$ cat config.mk
export PLATFORM = sky130hd
export DESIGN_NAME = ld_imm_sequencer
export DESIGN_NICKNAME = d
export VERILOG_FILES = /design/src/rtl/ld_imm_sequencer.sv
export SDC_FILE = /design/constraint.sdc
export NUM_CORES = 1
export LEC_CHECK = 0
export ABC_AREA = 1
export ABC_CLOCK_PERIOD_IN_PS = 1850
export CAP_MARGIN = 10
export CORE_MARGIN = 2
export CORE_UTILIZATION = 42
export DETAILED_ROUTE_END_ITERATION = 8
export HOLD_SLACK_MARGIN = 0.12
export PLACE_DENSITY = 0.8
export SLEW_MARGIN = 20
export SYNTH_ARGS = -nofsm -noshare
export SYNTH_HDL_FRONTEND = slang
export SYNTH_SLANG_ARGS = --single-unit
export TNS_END_PERCENT = 1
$ cat constraint.sdc
create_clock -name i_Clk -period 1.85 [get_ports i_Clk]
set_input_delay 0.555 -clock i_Clk [delete_from_list [all_inputs] [get_ports i_Clk]]
set_output_delay 0.555 -clock i_Clk [all_outputs]
set_load 0.1 [all_outputs]
$ cat src/rtl/ld_imm_sequencer.sv
// Microcode sequencer for immediate loads (LD r,d8 / LD (HL),d8 / LD rr,d16).
// Owns its M-cycle and T-step counters; emits the shared one-hot control vector.
module ld_imm_sequencer #(
  parameter int unsigned NUM_STEPS = 4,
  parameter int unsigned NUM_REG   = 8
) (
  input  logic                 i_Clk,
  input  logic                 i_Reset_n,
  input  logic                 i_Start,
  input  logic [1:0]           i_Mode,
  input  logic [NUM_REG-1:0]   i_Y_Lo,
  input  logic [NUM_REG-1:0]   i_Y_Hi,
  input  logic                 i_Wait,
  output logic                 o_Busy,
  output logic                 o_Done,
  output logic                 o_IR_Fetch,
  output logic [NUM_STEPS-1:0] o_Cycle_Step,
  output logic [3:0]           o_Cycle_Count,
  output logic [NUM_REG-1:0]   o_Read8,
  output logic [NUM_REG-1:0]   o_Write8,
  output logic [5:0]           o_Read16,
  output logic [5:0]           o_Write16,
  output logic [1:0]           o_WriteALU8,
  output logic                 o_Move_Reg,
  output logic                 o_Bus_In,
  output logic                 o_Bus_Out,
  output logic                 o_Address_Out,
  output logic [1:0]           o_Increment16
);

  localparam int unsigned STEP_W = (NUM_STEPS > 1) ? $clog2(NUM_STEPS) : 1;
  localparam logic [STEP_W-1:0] LAST_STEP = STEP_W'(NUM_STEPS - 1);
  localparam logic [1:0] MODE_R8  = 2'b00;
  localparam logic [1:0] MODE_HL  = 2'b01;
  localparam logic [1:0] MODE_RSV = 2'b11;

  typedef enum logic [2:0] {
    S_IDLE   = 3'd0,
    S_IMM_LO = 3'd1,
    S_IMM_HI = 3'd2,
    S_WRHL   = 3'd3,
    S_FETCH  = 3'd4
  } state_e;

  state_e              state_q, state_d;
  logic [STEP_W-1:0]   step_q, step_d;
  logic [1:0]          mcyc_q, mcyc_d;
  logic [1:0]          mode_q, mode_d;
  logic [NUM_REG-1:0]  y_lo_q, y_lo_d;
  logic [NUM_REG-1:0]  y_hi_q, y_hi_d;
  logic                accept_c;
  logic [NUM_REG-1:0]  dest_c;
  logic [NUM_REG-1:0]  a_sel_c;

  assign accept_c = i_Start && (i_Mode != MODE_RSV);

  // State, counters and latched operand selects.
  always_ff @(posedge i_Clk) begin
    if (!i_Reset_n) begin
      state_q <= S_IDLE;
      step_q  <= '0;
      mcyc_q  <= '0;
      mode_q  <= '0;
      y_lo_q  <= '0;
      y_hi_q  <= '0;
    end else begin
      state_q <= state_d;
      step_q  <= step_d;
      mcyc_q  <= mcyc_d;
      mode_q  <= mode_d;
      y_lo_q  <= y_lo_d;
      y_hi_q  <= y_hi_d;
    end
  end

  // Next state; the data step holds on i_Wait, FETCH may accept back-to-back.
  always_comb begin
    state_d = state_q;
    step_d  = step_q;
    mcyc_d  = mcyc_q;
    mode_d  = mode_q;
    y_lo_d  = y_lo_q;
    y_hi_d  = y_hi_q;
    case (state_q)
      S_IMM_LO, S_IMM_HI, S_WRHL: begin
        if (step_q == LAST_STEP) begin
          if (!i_Wait) begin
            step_d = '0;
            mcyc_d = mcyc_q + 2'd1;
            if (state_q == S_IMM_LO) begin
              case (mode_q)
                MODE_R8: state_d = S_FETCH;
                MODE_HL: state_d = S_WRHL;
                default: state_d = S_IMM_HI;
              endcase
            end else begin
              state_d = S_FETCH;
            end
          end
        end else begin
          step_d = step_q + STEP_W'(1);
        end
      end
      S_FETCH: begin
        state_d = S_IDLE;
        step_d  = '0;
        mcyc_d  = '0;
      end
      default: begin
        state_d = S_IDLE;
        step_d  = '0;
        mcyc_d  = '0;
      end
    endcase
    if ((state_q == S_IDLE || state_q == S_FETCH) && accept_c) begin
      state_d = S_IMM_LO;
      step_d  = '0;
      mcyc_d  = '0;
      mode_d  = i_Mode;
      y_lo_d  = i_Y_Lo;
      y_hi_d  = i_Y_Hi;
    end
  end

  // Control vector decoded from registered state only.
  always_comb begin
    o_Busy        = 1'b0;
    o_Done        = 1'b0;
    o_IR_Fetch    = 1'b0;
    o_Cycle_Step  = '0;
    o_Cycle_Count = '0;
    o_Read8       = '0;
    o_Write8      = '0;
    o_Read16      = '0;
    o_Write16     = '0;
    o_WriteALU8   = '0;
    o_Move_Reg    = 1'b0;
    o_Bus_In      = 1'b0;
    o_Bus_Out     = 1'b0;
    o_Address_Out = 1'b0;
    o_Increment16 = '0;
    a_sel_c       = NUM_REG'(1) << 7;
    dest_c        = '0;
    if (state_q != S_IDLE) begin
      o_Busy        = 1'b1;
      o_Cycle_Step  = NUM_STEPS'(1) << step_q;
      o_Cycle_Count = 4'(1) << mcyc_q;
    end
    case (state_q)
      S_IMM_LO, S_IMM_HI: begin
        // LD (HL),d8 parks the immediate in temp Z before the memory write.
        if (state_q == S_IMM_HI)     dest_c = y_hi_q;
        else if (mode_q == MODE_HL)  dest_c = NUM_REG'(1);
        else                         dest_c = y_lo_q;
        if (step_q == '0) begin
          o_Address_Out = 1'b1;
          o_Read16[5]   = 1'b1;
        end
        if (step_q == STEP_W'(1)) begin
          o_Increment16[0] = 1'b1;
          o_Write16[5]     = 1'b1;
        end
        if (step_q == LAST_STEP) begin
          o_Bus_In       = 1'b1;
          o_Write8       = dest_c & ~a_sel_c;
          o_WriteALU8[0] = (dest_c & a_sel_c) != '0;
        end
      end
      S_WRHL: begin
        if (step_q == '0) begin
          o_Address_Out = 1'b1;
          o_Read16[2]   = 1'b1;
        end
        if (step_q == LAST_STEP) begin
          o_Read8    = NUM_REG'(1);
          o_Move_Reg = 1'b1;
          o_Bus_Out  = 1'b1;
        end
      end
      S_FETCH: begin
        o_Done     = 1'b1;
        o_IR_Fetch = 1'b1;
      end
      default: ;
    endcase
  end

endmodule

==> metrics <==
Combinational Power Share=about 44%; sequential cell fraction of total power=a little under two fifths; WL per Instance=approximately 13 um; Die Span X=64.80 um; Switching Power=just under 0.7 mW; final setup violation count=28; CTS root buffer=clkbuf_8; syn_area_per_cell=around 7.3 um2; Total GRT Usage=around a fifth; IO buf count=slightly below 50; DRC Markers=0; WP data arrival=1.49 ns; CP Launch Type=flip-flop; Clock Power Share=19.1%; CTS Buf Count=3; most frequent cells in the layout=inv_1, buf_12, a21oi_1; Post-Place Worst Slack=roughly 0.00045 ns; Pwr Density=578.9 nW/um2; Post-synth EDFFs=0; Synth cell types=24; total power=approximately 1.6 mW; nets=roughly 320; die height=64.80 um; antenna diode count=0; predominant post-synthesis flop cell=dfxtp_1; largest net degree at the start of global routing=32; post-synthesis cell count=~210; synth warn=0; Layout Utilization=~78%; crit path time final=roughly 2 ns; critical path required time=around 1.3 ns; total grt overflow=0; clock latency on the worst-skew pair=roughly 0.26 ns; Yosys top cell area share=32.23%; first-pass detailed-route iteration total=4; failing checks=negative setup slack; Pins Over Slew Limit=0; initial antenna violation count=0; Clock Path Buffers=2; I/O pins=just under 70; ys async rst share=0%; clk sinks=25; RSZ-0062 raised after global routing=true; maximum level of the CTS H-tree=1; DP HPWL=3.047 mm; Post-Route WL=4.339 mm; first-pass GRT wire length=just under 7 mm; Storage cell area=between 500 and 600 um2; Fin Clk Skew=0.002124 ns; most common cell after layout, fill and taps aside=inv_1; Sw Share=between 40% and 50%; register area share after synthesis=roughly 32%; max cap viols=0; layout cells sized above 1=between 40 and 50%; f_max=slightly below 500 MHz; area occupied by multi-input gates=about 1000 um2; initial DRC count=35; drt via density=~4.6; Syn-to-layout area delta=82.19%; final worst-path cycle share=110.3%; flip-flop and latch count after synthesis=25; # rows=22; Hold Vio Cnt, Final=0; Pleak=about 1.1 nW; crit path capture type=primary output; Hold Path Class=flip-flop to flip-flop; Initial Utilization=a little over two fifths; core box area=approximately 3600 um2; GP Congestion=about 0.85; setup ws final=-0.1910 ns; Setup Crit Path Kind=flip-flop to primary output; via count=around 1600; maximum vdd drop=a little under 0.0004 V; Reg clk slew, reported paths=0.08 ns; number of global-route vias before repair=~1500; hold-fix buffers at CTS=0; Synth area leaders=dfxtp_1, buf_4, inv_1; CTS tree=built; Die Area=approximately 4200 um2; Int Power=0.9643 mW; Yosys top cell by area=dfxtp_1; filler instances=around 240; cell area after synthesis=1553 um2; Critical Path Fanout Max=7; post-route ant nets=0; outcome=finished, violations left
[power groups by stage]
| stage | sequential, mW | combinational [mW] | clock, mW |
|---|---|---|---|
| 5_1_grt | 0.607 | 0.756 | 0.338 |
| 6_report | 0.603 | 0.722 | 0.313 |
| 2_1_floorplan | 0.607 | 0.480 | 0 |
| 4_1_cts | 0.601 | 0.685 | 0.317 |
| 3_3_place_gp | 0.610 | 0.620 | 0 |
| 3_5_place_dp | 0.613 | 0.632 | 0 |
[worst max-delay path, stage by stage (launching register included)]
cell	delay, ns
dfxtp_4	0.38
inv_4	0.07
nand3_4	0.13
buf_6	0.18
o21ai_2	0.07
o21ai_2	0.09
nor2_4	0.13
buf_12	0.18
[through the flow]
step           setup TNS [ns]  hold WS, ns  instance area, um2  cells
2_1_floorplan          -4.743       0.4207                1773    232
3_3_place_gp                0       0.4304                2515    319
3_5_place_dp                0       0.4356                2515    319
4_1_cts                -3.459       0.4486                2754    336
5_1_grt                -4.928       0.4945                2829    335
6_report               -3.316       0.4615                2829    335
[metal layers]
| layer | track usage [%] | wire (um) |
|---|---|---|
| met2 | 42.40 | 2474 |
| met4 | 5.053 | 58 |
| met1 | 21.57 | 1621 |
| met5 | 0 | 0 |
| met3 | 3.125 | 184 |
[flip-flops by register name (all words and copies together) (netlist names)]
register and cells:
state_q 3, mode_q 2, mcyc_q 2, step_q 2, y_lo_q 8, y_hi_q 8
[cells in the mapped netlist, types with 2 or more instances]
cell type,count
nand2_1,14
a21oi_1,25
inv_2,4
nor2_4,2
inv_1,35
buf_1,2
buf_4,23
nand3_1,3
o21ai_1,15
nand2_2,2
nand3_4,2
ha_1,8
buf_6,3
o21ai_0,18
nor2_2,3
nor2_1,22
nor3_1,2
dfxtp_1,25
[final timing paths]
kind              slack (ns)  depth (start not counted)  startpoint     endpoint
setup reg to reg        0.08                         13   mode_q[0]   state_q[1]
hold / removal          0.46                          2   y_hi_q[3]    y_hi_q[3]
setup / recovery       -0.19                          7  state_q[2]  o_Write8[3]
hold reg to reg         0.46                          2   y_hi_q[3]    y_hi_q[3]
[what timing repair did]
item	in CTS	in global routing
buffers inserted	15	0
cloned	1	0
gates resized for setup	43	19
pin swaps	13	10
setup endpoints to repair	28	31
[kinds of logic (layout without fill, tap and decap cells)]
kind of cell	after synthesis	count (layout)	share of synthesized area [%]
flops	25	25	32.23
simple gates	52	53	17.16
fa+ha+maj	8	8	6.447
compound gates	60	60	19.74
other cells	1	19	0.2415
buf+inv	68	122	24.17
[layout make-up]
cell class,instances,share of cell area (%)
timing repair buffer,79,37.55
tap,48,2.123
clock buffer,3,1.460
multi-input combinational,140,35.25
sequential,25,18.09
inverter,39,5.352
clock inverter,1,0.1769
(Power assumes the default switching activity.)
==> edit: new RTL, config.mk and constraints unchanged <==
Make the reset (`i_Reset_n`) asynchronous in one clocked block.
--- a/src/rtl/ld_imm_sequencer.sv
+++ b/src/rtl/ld_imm_sequencer.sv
@@ -57,3 +57,3 @@
   // State, counters and latched operand selects.
-  always_ff @(posedge i_Clk) begin
+  always_ff @(posedge i_Clk or negedge i_Reset_n) begin
     if (!i_Reset_n) begin
Check against the original RTL: differs if i_Reset_n is asserted again (counterexample within 4 cycles, from zero or initial values and one cycle with i_Reset_n low); with i_Reset_n held inactive, the same outputs for 10 cycles.
==> edit against the original RTL <==
The flow still finishes with violations (setup timing). Fmax shrank 4.8%. Routed wire length grew 3.6%. Worst setup slack lost 0.10 ns. Design area grew 2.6%. Sequential cell count is the same. Synthesized area grew 11%. Critical path depth shrank 1.
Power is not compared: it rests on default switching activity, and its combinational part moved more than twofold at a synthesized area within 25%.
==> edit: results (changes against the original RTL) <==
- Clock Latency Late Sink: 0.26 ns (about the same)
- R2R Setup Slk: 0.32 ns (was 0.08 ns)
- RD Place Congestion: 0.841 (was 0.849)
- Final worst slack: -0.294 ns (was -0.191 ns)
- Unique masters post-synth: 21 (was 24)
- Initial detailed-routing violation count: 65 (was 35)
- WP data arrival: 1.59 ns (was 1.49 ns)
- Async set or reset register ratio after synthesis: 100% (was 0%)
- CP max FO: 3 (was 7)
- M1 GR Usage: 25.6% (was 21.6%)
- Vias in the first global route: 1533 (was 1528)
- Total wire length: 4.50 mm (was 4.34 mm)
- Share of post-route cells with drive strength above 1: 43.1% (was 43.9%)
- Post-synthesis sequential area ratio: 36.3% (was 32.2%)
- Failing checks: setup timing (unchanged)
- Post-synth top cells: nand2_1, inv_1, nor2_1 (was inv_1, a21oi_1, dfxtp_1)
- Worst Skew: 0.00283 ns (was 0.00212 ns)
- Fillcell total: 259 (was 237)
- Worst R2R End: state_q[2] (was state_q[1])
- M1 WL: 1.87 mm (was 1.62 mm)
- Setup Viol. Count Final: 28 (unchanged)
- Hpwl dp: 3.04 mm (was 3.05 mm)
- Routed vias: 1591 (was 1555)
- Met2 routed WL: 2.41 mm (was 2.47 mm)
- Largest net degree at the start of global routing: 28 (was 32)
- RR Startpoint: step_q[0] (was mode_q[0])
- Setup TNS: -6.86 ns (was -3.32 ns)
- Met3 Use GR: 1.48% (was 3.13%)
- Fin nets: 321 (was 318)
- R2r worst-path depth: 6 (was 13)
- Placed cell count: 333 (was 319)
- Finished Layout Cells: 340 (was 335)
- Status: finished, violations left (unchanged)
- Pre-CTS setup slack: -0.0566 ns (was 0.000453 ns)
- Global Route Usage Sum: 19.1% (was 20.8%)
- Hold_ws: 0.490 ns (was 0.461 ns)
- DP Area: 2760 µm² (was 2510 µm²)
- Met3 wire len: 176 µm (was 184 µm)
- Avg Inst Size Synth: 7.91 µm² (was 7.26 µm²)
- CP Capture Point: o_Read8[0] (was o_Write8[3])
- Global-route wire length before repair: 6.83 mm (was 6.82 mm)
[edit: cell count changes in the layout (fill, tap and decap cells not counted), sizes merged, moves of 4 or more]
cell,before,now
dfxtp,25,0
nand2,18,44
nand4,1,5
o211ai,0,4
a21oi,26,5
o21ai,33,25
dfrtp,0,25
[edit: kinds of logic (layout without fill, tap and decap cells)]
kind of cell | Yosys count | count (layout) | synth area share [%]
AO/OA/AOI/OAI | 34 | 34 | 14.6
adder cells (fa/ha/maj) | 8 | 8 | 5.81
buffers and inverters | 66 | 119 | 21.1
flip-flops | 25 | 25 | 36.3
other | 1 | 19 | 0.217
AND/OR/NAND/NOR | 84 | 85 | 22.0
[edit: critical path, cell delays in order, from the launching register on]
cell	delay (ns)
dfrtp_1	0.41
inv_2	0.10
buf_4	0.16
nor2_4	0.12
nand2_2	0.12
nor2_4	0.20
buf_12	0.20
[edit: worst min-delay path by stage]
stage | start | end | cells after the start
finish | y_lo_q[7] | y_lo_q[7] | 2
global route | y_lo_q[5] | y_lo_q[5] | 2
CTS | y_lo_q[1] | y_lo_q[1] | 2
detailed placement | y_lo_q[1] | y_lo_q[1] | 2
global placement | y_hi_q[6] | y_hi_q[6] | 2
floorplan | i_Reset_n | mcyc_q[0] | 0
[edit: timing repair]
| action | in CTS | in global routing |
|---|---|---|
| hold buffers | 0 | 0 |
| setup buffers | 2 | 0 |
| setup endpoints to repair | 28 | 28 |
| pin swaps | 11 | 1 |
| cloned | 1 | 0 |
| resized for setup | 15 | 6 |
[edit: area by class of cell]
class	count	area [µm²]	area share, %
Sequential cell	25	628	21.6
Timing Repair Buffer	76	1010	34.7
Clock buffer	3	41.3	1.42
Tap cell	50	62.6	2.16
Inverter	39	159	5.47
Multi-Input combinational cell	146	996	34.3
Clock inverter	1	7.51	0.259
